## src/rtl/des_pkg.sv

```systemverilog
// Shared definitions for the 1-to-32 deserializer.
//
// Contents:
//   WORD_W       - width of an assembled word (32)
//   CNT_W        - width of the bit index counter (5)
//   hold_state_t - EMPTY/FULL state of the output holding register
package des_pkg;

    localparam int WORD_W = 32;
    localparam int CNT_W  = 5;

    typedef enum logic {
        EMPTY = 1'b0,
        FULL  = 1'b1
    } hold_state_t;

endpackage

```

## src/rtl/des_hold_reg.sv

```systemverilog
// Output holding register with valid/ready handshake for des_1to32.
//
// Ports:
//   clk        in   clock, all logic on rising edge
//   rst_n      in   synchronous active-low reset
//   load_en    in   a completed word is presented this cycle
//   load_data  in   the completed word
//   out_ready  in   consumer accepts data_out when out_valid is high
//   data_out   out  held word
//   out_valid  out  data_out holds an unconsumed word
//   drop       out  a completed word is being discarded this cycle
module des_hold_reg
    import des_pkg::*;
(
    input  logic              clk,
    input  logic              rst_n,
    input  logic              load_en,
    input  logic [WORD_W-1:0] load_data,
    input  logic              out_ready,
    output logic [WORD_W-1:0] data_out,
    output logic              out_valid,
    output logic              drop
);

    hold_state_t       state_q;
    hold_state_t       state_d;
    logic              capture;
    logic [WORD_W-1:0] data_q;

    // State and data register. The data register only changes on capture,
    // so it stays stable while a word waits for the consumer and keeps its
    // last value after being consumed.
    always_ff @(posedge clk) begin
        if (!rst_n) begin
            state_q <= EMPTY;
            data_q  <= '0;
        end else begin
            state_q <= state_d;
            if (capture) begin
                data_q <= load_data;
            end
        end
    end

    // Next state and capture/drop decisions. A new word arriving while full
    // is accepted only if the consumer takes the old one in the same cycle,
    // which avoids a bubble; otherwise the new word is lost.
    always_comb begin
        state_d = state_q;
        capture = 1'b0;
        drop    = 1'b0;
        case (state_q)
            EMPTY: begin
                if (load_en) begin
                    capture = 1'b1;
                    state_d = FULL;
                end
            end
            FULL: begin
                if (load_en) begin
                    if (out_ready) begin
                        capture = 1'b1;
                    end else begin
                        drop = 1'b1;
                    end
                end else if (out_ready) begin
                    state_d = EMPTY;
                end
            end
            default: begin
                state_d = EMPTY;
            end
        endcase
    end

    assign data_out  = data_q;
    assign out_valid = (state_q == FULL);

endmodule

```

## src/rtl/des_1to32.sv

```systemverilog
// Serial-to-parallel converter: collects 32 serial bits (LSB first) into a
// word and presents it through a valid/ready holding register.
//
// Optional feature: define DES_OVR_CNT_EN to add the saturating ovr_cnt
// output counting dropped words.
//
// Ports:
//   clk        in   clock, all logic on rising edge
//   rst_n      in   synchronous active-low reset
//   wr_en      in   dataIn is valid this cycle
//   dataIn     in   serial data bit
//   dataOut    out  assembled 32-bit word
//   out_valid  out  dataOut holds an unconsumed word
//   out_ready  in   consumer accepts dataOut
//   bit_cnt    out  index of the next bit to be written
//   overrun    out  sticky flag, a completed word was dropped
//   ovr_cnt    out  dropped-word count (DES_OVR_CNT_EN only)
module des_1to32
    import des_pkg::*;
#(
    parameter int OVR_CNT_W = 8
) (
    input  logic                 clk,
    input  logic                 rst_n,
    input  logic                 wr_en,
    input  logic                 dataIn,
    output logic [WORD_W-1:0]    dataOut,
    output logic                 out_valid,
    input  logic                 out_ready,
    output logic [CNT_W-1:0]     bit_cnt,
    output logic                 overrun
`ifdef DES_OVR_CNT_EN
    ,
    output logic [OVR_CNT_W-1:0] ovr_cnt
`endif
);

    if (OVR_CNT_W < 1) begin : g_bad_ovr_cnt_w
        $error("OVR_CNT_W must be at least 1");
    end

    // Only bits 0..30 need storage; bit 31 is taken straight from dataIn
    // in the completing cycle.
    logic [WORD_W-2:0] shreg;
    logic              complete;
    logic [WORD_W-1:0] word_done;
    logic              drop;

    assign complete  = wr_en && (bit_cnt == CNT_W'(WORD_W - 1));
    assign word_done = {dataIn, shreg};

    // Bit index and shift register. The counter wraps from 31 to 0 through
    // natural 5-bit overflow, including when the completed word is dropped.
    always_ff @(posedge clk) begin
        if (!rst_n) begin
            bit_cnt <= '0;
            shreg   <= '0;
        end else if (wr_en) begin
            bit_cnt <= bit_cnt + CNT_W'(1);
            for (int i = 0; i < WORD_W - 1; i++) begin
                if (bit_cnt == CNT_W'(i)) begin
                    shreg[i] <= dataIn;
                end
            end
        end
    end

    des_hold_reg u_hold (
        .clk       (clk),
        .rst_n     (rst_n),
        .load_en   (complete),
        .load_data (word_done),
        .out_ready (out_ready),
        .data_out  (dataOut),
        .out_valid (out_valid),
        .drop      (drop)
    );

    // Sticky overrun flag, cleared only by reset.
    always_ff @(posedge clk) begin
        if (!rst_n) begin
            overrun <= 1'b0;
        end else if (drop) begin
            overrun <= 1'b1;
        end
    end

`ifdef DES_OVR_CNT_EN
    // Dropped-word counter that saturates at all-ones rather than wrapping.
    always_ff @(posedge clk) begin
        if (!rst_n) begin
            ovr_cnt <= '0;
        end else if (drop && (ovr_cnt != '1)) begin
            ovr_cnt <= ovr_cnt + OVR_CNT_W'(1);
        end
    end
`endif

endmodule

```

## config.mk

```make
export PLATFORM = sky130hd
export DESIGN_NAME = des_1to32
export DESIGN_NICKNAME = d
export VERILOG_FILES = /design/src/rtl/des_pkg.sv /design/src/rtl/des_hold_reg.sv /design/src/rtl/des_1to32.sv
export SDC_FILE = /design/constraint.sdc
export NUM_CORES = 1
export LEC_CHECK = 0
export ABC_CLOCK_PERIOD_IN_PS = 2100
export BUFFER_PORTS_ARGS = -buffer_cell sky130_fd_sc_hd__buf_4
export CORE_MARGIN = 2
export CORE_UTILIZATION = 56
export CTS_CLUSTER_DIAMETER = 80
export DETAILED_ROUTE_END_ITERATION = 10
export PLACE_DENSITY_LB_ADDON = 0.3
export REMOVE_ABC_BUFFERS = 1
export SKIP_CTS_REPAIR_TIMING = 1
export SLEW_MARGIN = 10
export SYNTH_ARGS = -nofsm -noshare
export SYNTH_HDL_FRONTEND = slang
export SYNTH_SLANG_ARGS = --single-unit
export TNS_END_PERCENT = 50
```

## constraint.sdc

```tcl
create_clock -name clk -period 2.1 [get_ports clk]
set_input_delay 0.105 -clock clk [delete_from_list [all_inputs] [get_ports clk]]
set_output_delay 0.105 -clock clk [all_outputs]
set_load 0.005 [all_outputs]
```

# ---- Word level (Yosys, flattened, before mapping)
# Cells that the tools add are included.
dict set report word_totals {
  register_bits 70
  input_bits 5
}
dict set report op_classes {
  n_addsub 1
  eq_ne 31
  muxes 9
  n_bitwise 1
  reduce_logical 33
}
# cell count
set op_table {}
lappend op_table {{5-bit == test (second input constant)} 16}
lappend op_table {{2-bit AND reduction} 31}
lappend op_table {{5-bit by 4-bit == test with 1-bit output (second input constant)} 8}
lappend op_table {{5-bit by 3-bit == test with 1-bit output (second input constant)} 4}
lappend op_table {{5-bit by 2-bit == test with 1-bit output (second input constant)} 2}
lappend op_table {{1-bit two-way mux} 7}
lappend op_table {{5-bit by 1-bit adder with 5-bit output (second input constant)} 1}
lappend op_table {{5-bit by 1-bit == test with 1-bit output (second input constant)} 1}
lappend op_table {{5-bit zero test} 1}
lappend op_table {{1-bit case mux with 2 select lines} 2}
lappend op_table {{1-bit logical AND} 1}
lappend op_table {{1-bit inverter} 1}

# ---- Logic depth before layout (Yosys ltp)
dict set report logic_depth {
  word_depth 4
  depth_mapped 9
}

# ---- By module
# Synthesis repeated with hierarchy kept, for this count alone.
dict set report unflattened {
  hier_cells 300
  hier_area_um2 3076.7
}
# module n_inst cells_per_inst area_per_inst_um2 seq_area_each_um2
set modules_own_cells {}
lappend modules_own_cells {des_1to32 1 156 1712.9 740.7}
lappend modules_own_cells {des_hold_reg 1 144 1363.8 660.6}

# ---- Worst setup path before layout
# No wires, ideal clock.
dict set report synth_path {
  kind {register to register}
  startpoint {reg bit_cnt[2]}
  endpoint {reg u_hold.data_q[23], in the netlist u_hold.data_out[23]}
  arrival_ns 1.544
  t_required_ns 1.980
  setup_slack_ns 0.437
  stages_incl_launch_ff 9
  synth_period_minus_slack_ns 1.663
  cell_sequence {dfxtp_1 > buf_2 > buf_4 > and3_1 > ha_1 > nand2_1 > clkbuf_2 > o21ai_0 > a21boi_1}
}
dict set report synth_between {
  elab_chain_cells 4
}
# item line_no
set synth_rtl {}
lappend synth_rtl {{start: declaration} des_1to32.sv:30} ;# output logic [CNT_W-1:0] bit_cnt,
lappend synth_rtl {{start signal: assignment} des_1to32.sv:59} ;# bit_cnt <= bit_cnt + CNT_W'(1);
lappend synth_rtl {{5-bit == test *} des_1to32.sv:49} ;# assign complete = wr_en && (bit_cnt == CNT_W'(WORD_W - 1));
lappend synth_rtl {{1-bit logical AND *} des_1to32.sv:49}
lappend synth_rtl {{1-bit two-way mux (on tied branches)} {des_hold_reg.sv:60, des_hold_reg.sv:54}}
lappend synth_rtl {{1-bit case mux with 2 select lines *} des_hold_reg.sv:52} ;# case (state_q)
lappend synth_rtl {{end signal: assignment} des_hold_reg.sv:40} ;# data_q <= load_data;
lappend synth_rtl {{end: declaration} des_hold_reg.sv:28} ;# logic [WORD_W-1:0] data_q;
# Every way passes the cells marked *; elsewhere a longest branch is shown, timed or not.
# A chain may end at the register's enable or synchronous reset.

# ---- Final worst setup path
dict set report layout_path {
  startpoint {reg bit_cnt[0]}
  endpoint {reg u_hold.data_q[31], in the netlist u_hold.data_out[31]}
}
# The elaborated chain is that of the path after synthesis.

==> reports/results.txt <==
Clock Power Share: 0.409
Worst EP required: 2.37 ns
Synth cell types: 36
share of flip-flops with an asynchronous set or reset: 0
worst relative slew slack: 0.455
# diodes: 0
CTS buffer count: 9
Fillers: 450
initial core utilization: 0.590
Hold Path Sink: u_hold.data_out[31]
switching share of power: 0.230
Slowest-stage cell, CP: dfxtp_1
hold wc startpoint: dataIn
Max Clk Rate: 513 MHz
initial antenna violation count: 0
Reg-to-Reg End: u_hold.data_out[31]
CORE AREA: 0.00520 mm²
peak fanout along the critical path: 16
final slew viol count: 0
Die Height: 78.1 µm
grt total ovfl: 0
final worst path period need: 1.95 ns
die area: 0.00610 mm²
post-route setup TNS: 0 ns
startpoint types: flop
post-synth design cell area: 0.00307 mm²
Crit path arrival time: 2.22 ns
DP Worst Slack: 0.214 ns
fin area: 0.00353 mm²
Layout Nets: 348
IO Port Bufs: 43
pin count of the biggest net entering global routing: 71
Worst R2R Start: bit_cnt[0]
clock buffer depth: 2
CP top delay family: simple AND/OR/NAND/NOR gates
FF-to-FF setup slack: 0.15 ns
WL final: 6.50 mm
Net Sw Power: 577 µW
setup ws final: 0.149 ns
sequential fraction of the synthesis area: 0.456
CP Buf/Inv Count: 0
Power Density: 710 mW/mm²
Post-Synthesis Cells: 308
leakage power: 1.33 nW
unrepaired setup endpoints after global routing: no
Post-Place Cell Area: 0.00334 mm²
Pint: 1.93 mW
detailed-router iteration count before antenna repair: 6
CTS root buf: clkbuf_8
CTS H-Tree Depth: 3
Clock Latency Late Sink: 0.34 ns
Layout area overhead: 14.9%
CTS tree: built
final worst-path cycle share: 0.929
Peak VDD IR: 0.455 mV
num ports: 44
Max-Cap Viols: 0
Crit Path Class: reg2reg
sequential group share of total power: 0.538
Mean Syn Cell Area: 9.98 µm²
initial DRC count: 222
Synth Register Bits: 70
EDFF count, synth: 0
DRC: 0
DR vias: 2420
clk_skew: 0.00886 ns
Worst path max stage delay: 0.45 ns
Worst-path clk slew: 0.07 ns
status: completed
die width: 78.1 µm
Worst path most repeated cell: ha_1
Via density: 5.87
Top FF cell, synth: dfxtp_1
CP endpoint kind: flop
Syn. warnings: 0
hold slack final: 0.0498 ns
routability cong.: 0.758
final hold violations: 0
Placed Instances: 395
Routed Antenna Nets: 0
Tot GR Track Use: 0.225
vias in the first global route: 2350
share of layout cells above drive strength 1: 0.234
post-DP HPWL: 3.77 mm
total power: 2.51 mW
Core Util, Final: 0.678
first-pass GRT wire length: 11.0 mm
worst hold path class: in2reg
CP cell instances: ha_1 -> and3_1 -> ha_1 -> and2_2 -> nand3_1 -> a21boi_1
Sink Count: 70
fin cells: 412
R2R cell count: 6
WHS Path Cells: 3
Row Count: 26
slew of the pin with the lowest slew margin: 0.816 ns
Comb pwr share: 0.053
WL per Instance: 15.8 µm
Final setup violation count: 0
## synthesized netlist by cell type (3+ instances only)
library cell / count / area, µm²
o311ai_0: 5 / 43.8
o211ai_1: 22 / 165
clkbuf_1: 15 / 56.3
o21ai_0: 32 / 160
a21boi_1: 30 / 225
o31ai_1: 22 / 165
buf_2: 8 / 40.0
nand3b_4: 4 / 80.1
inv_1: 3 / 11.3
buf_4: 5 / 37.5
ha_1: 6 / 75.1
nand2b_1: 3 / 18.8
buf_6: 5 / 56.3
dfxtp_1: 70 / 1400
nand2_1: 7 / 26.3
o41ai_1: 7 / 61.3
nand3_1: 34 / 170
and2_1: 3 / 18.8
a21boi_0: 4 / 30.0
clkbuf_2: 3 / 15.0
## final cells by class
| class | instances | area (µm²) | share of cell area |
|---|---|---|---|
| timing repair buffer | 54 | 405 | 0.115 |
| multi-input combinational | 199 | 1440 | 0.409 |
| tap | 70 | 87.6 | 0.0248 |
| clock inverter | 5 | 50.0 | 0.0142 |
| inverter | 3 | 11.3 | 0.00319 |
| clock buffer | 11 | 131 | 0.0372 |
| sequential | 70 | 1400 | 0.397 |
## flip-flops by register name, summed over array words and instances (netlist names)
register / cells
u_hold.out_valid: 1
u_hold.data_out: 32
overrun: 1
shreg: 31
bit_cnt: 5
## worst reg2reg max path, delay by kind of cell (launching register included)
kind | cells | cell delay (ns)
compound gates | 1 | 0.14
fa+ha+maj | 2 | 0.52
flops | 1 | 0.45
simple gates | 3 | 0.77
## routing by layer
metal / global-route usage / share of wire / vias up
met2: 0.357 / 0.46 / 58
met4: 0.0895 / 0.013 / 0
met1: 0.293 / 0.47 / 1145
met3: 0.0632 / 0.051 / 9
met5: 0 / 0 / -
li1: - / - / 1208
## layout by cell type (no fill, tap or decap), types with 7 or more instances in the layout
| cell type | instances |
|---|---|
| clkbuf_8 | 9 |
| dfxtp_1 | 70 |
| nand2_1 | 7 |
| a21boi_1 | 30 |
| o41ai_1 | 7 |
| o211ai_1 | 22 |
| o31ai_1 | 22 |
| nand3_1 | 34 |
| o21ai_0 | 32 |
| buf_4 | 54 |
## power by group through the flow
| stage | sequential, mW | combinational (mW) | clock, mW |
|---|---|---|---|
| after global placement | 1.38 | 0.130 | 0 |
| after detailed placement | 1.38 | 0.132 | 0 |
| after floorplan | 1.38 | 0.0688 | 0 |
| after global routing | 1.35 | 0.145 | 1.12 |
| after CTS | 1.35 | 0.133 | 1.04 |
| final | 1.35 | 0.133 | 1.03 |
## worst max path at each step
| stage | start | cells after the start | to |
|---|---|---|---|
| final | bit_cnt[0] | 6 | u_hold.data_out[31] |
| after detailed placement | bit_cnt[0] | 6 | u_hold.data_out[0] |
| after global placement | bit_cnt[1] | 6 | u_hold.data_out[0] |
| after floorplan | bit_cnt[2] | 5 | u_hold.data_out[0] |
| after global routing | bit_cnt[0] | 7 | u_hold.data_out[0] |
| after CTS | bit_cnt[0] | 6 | u_hold.data_out[0] |
## kinds of logic after synthesis
group,share of synthesized area
AOI/OAI and AO/OA,0.300
DFF,0.456
and+or+nand+nor,0.130
buffers and inverters,0.0770
adders and majority gates,0.0244
xor gates and xnor gates,0.00855
muxes,0.00326
Power figures use the tool's default switching activity.
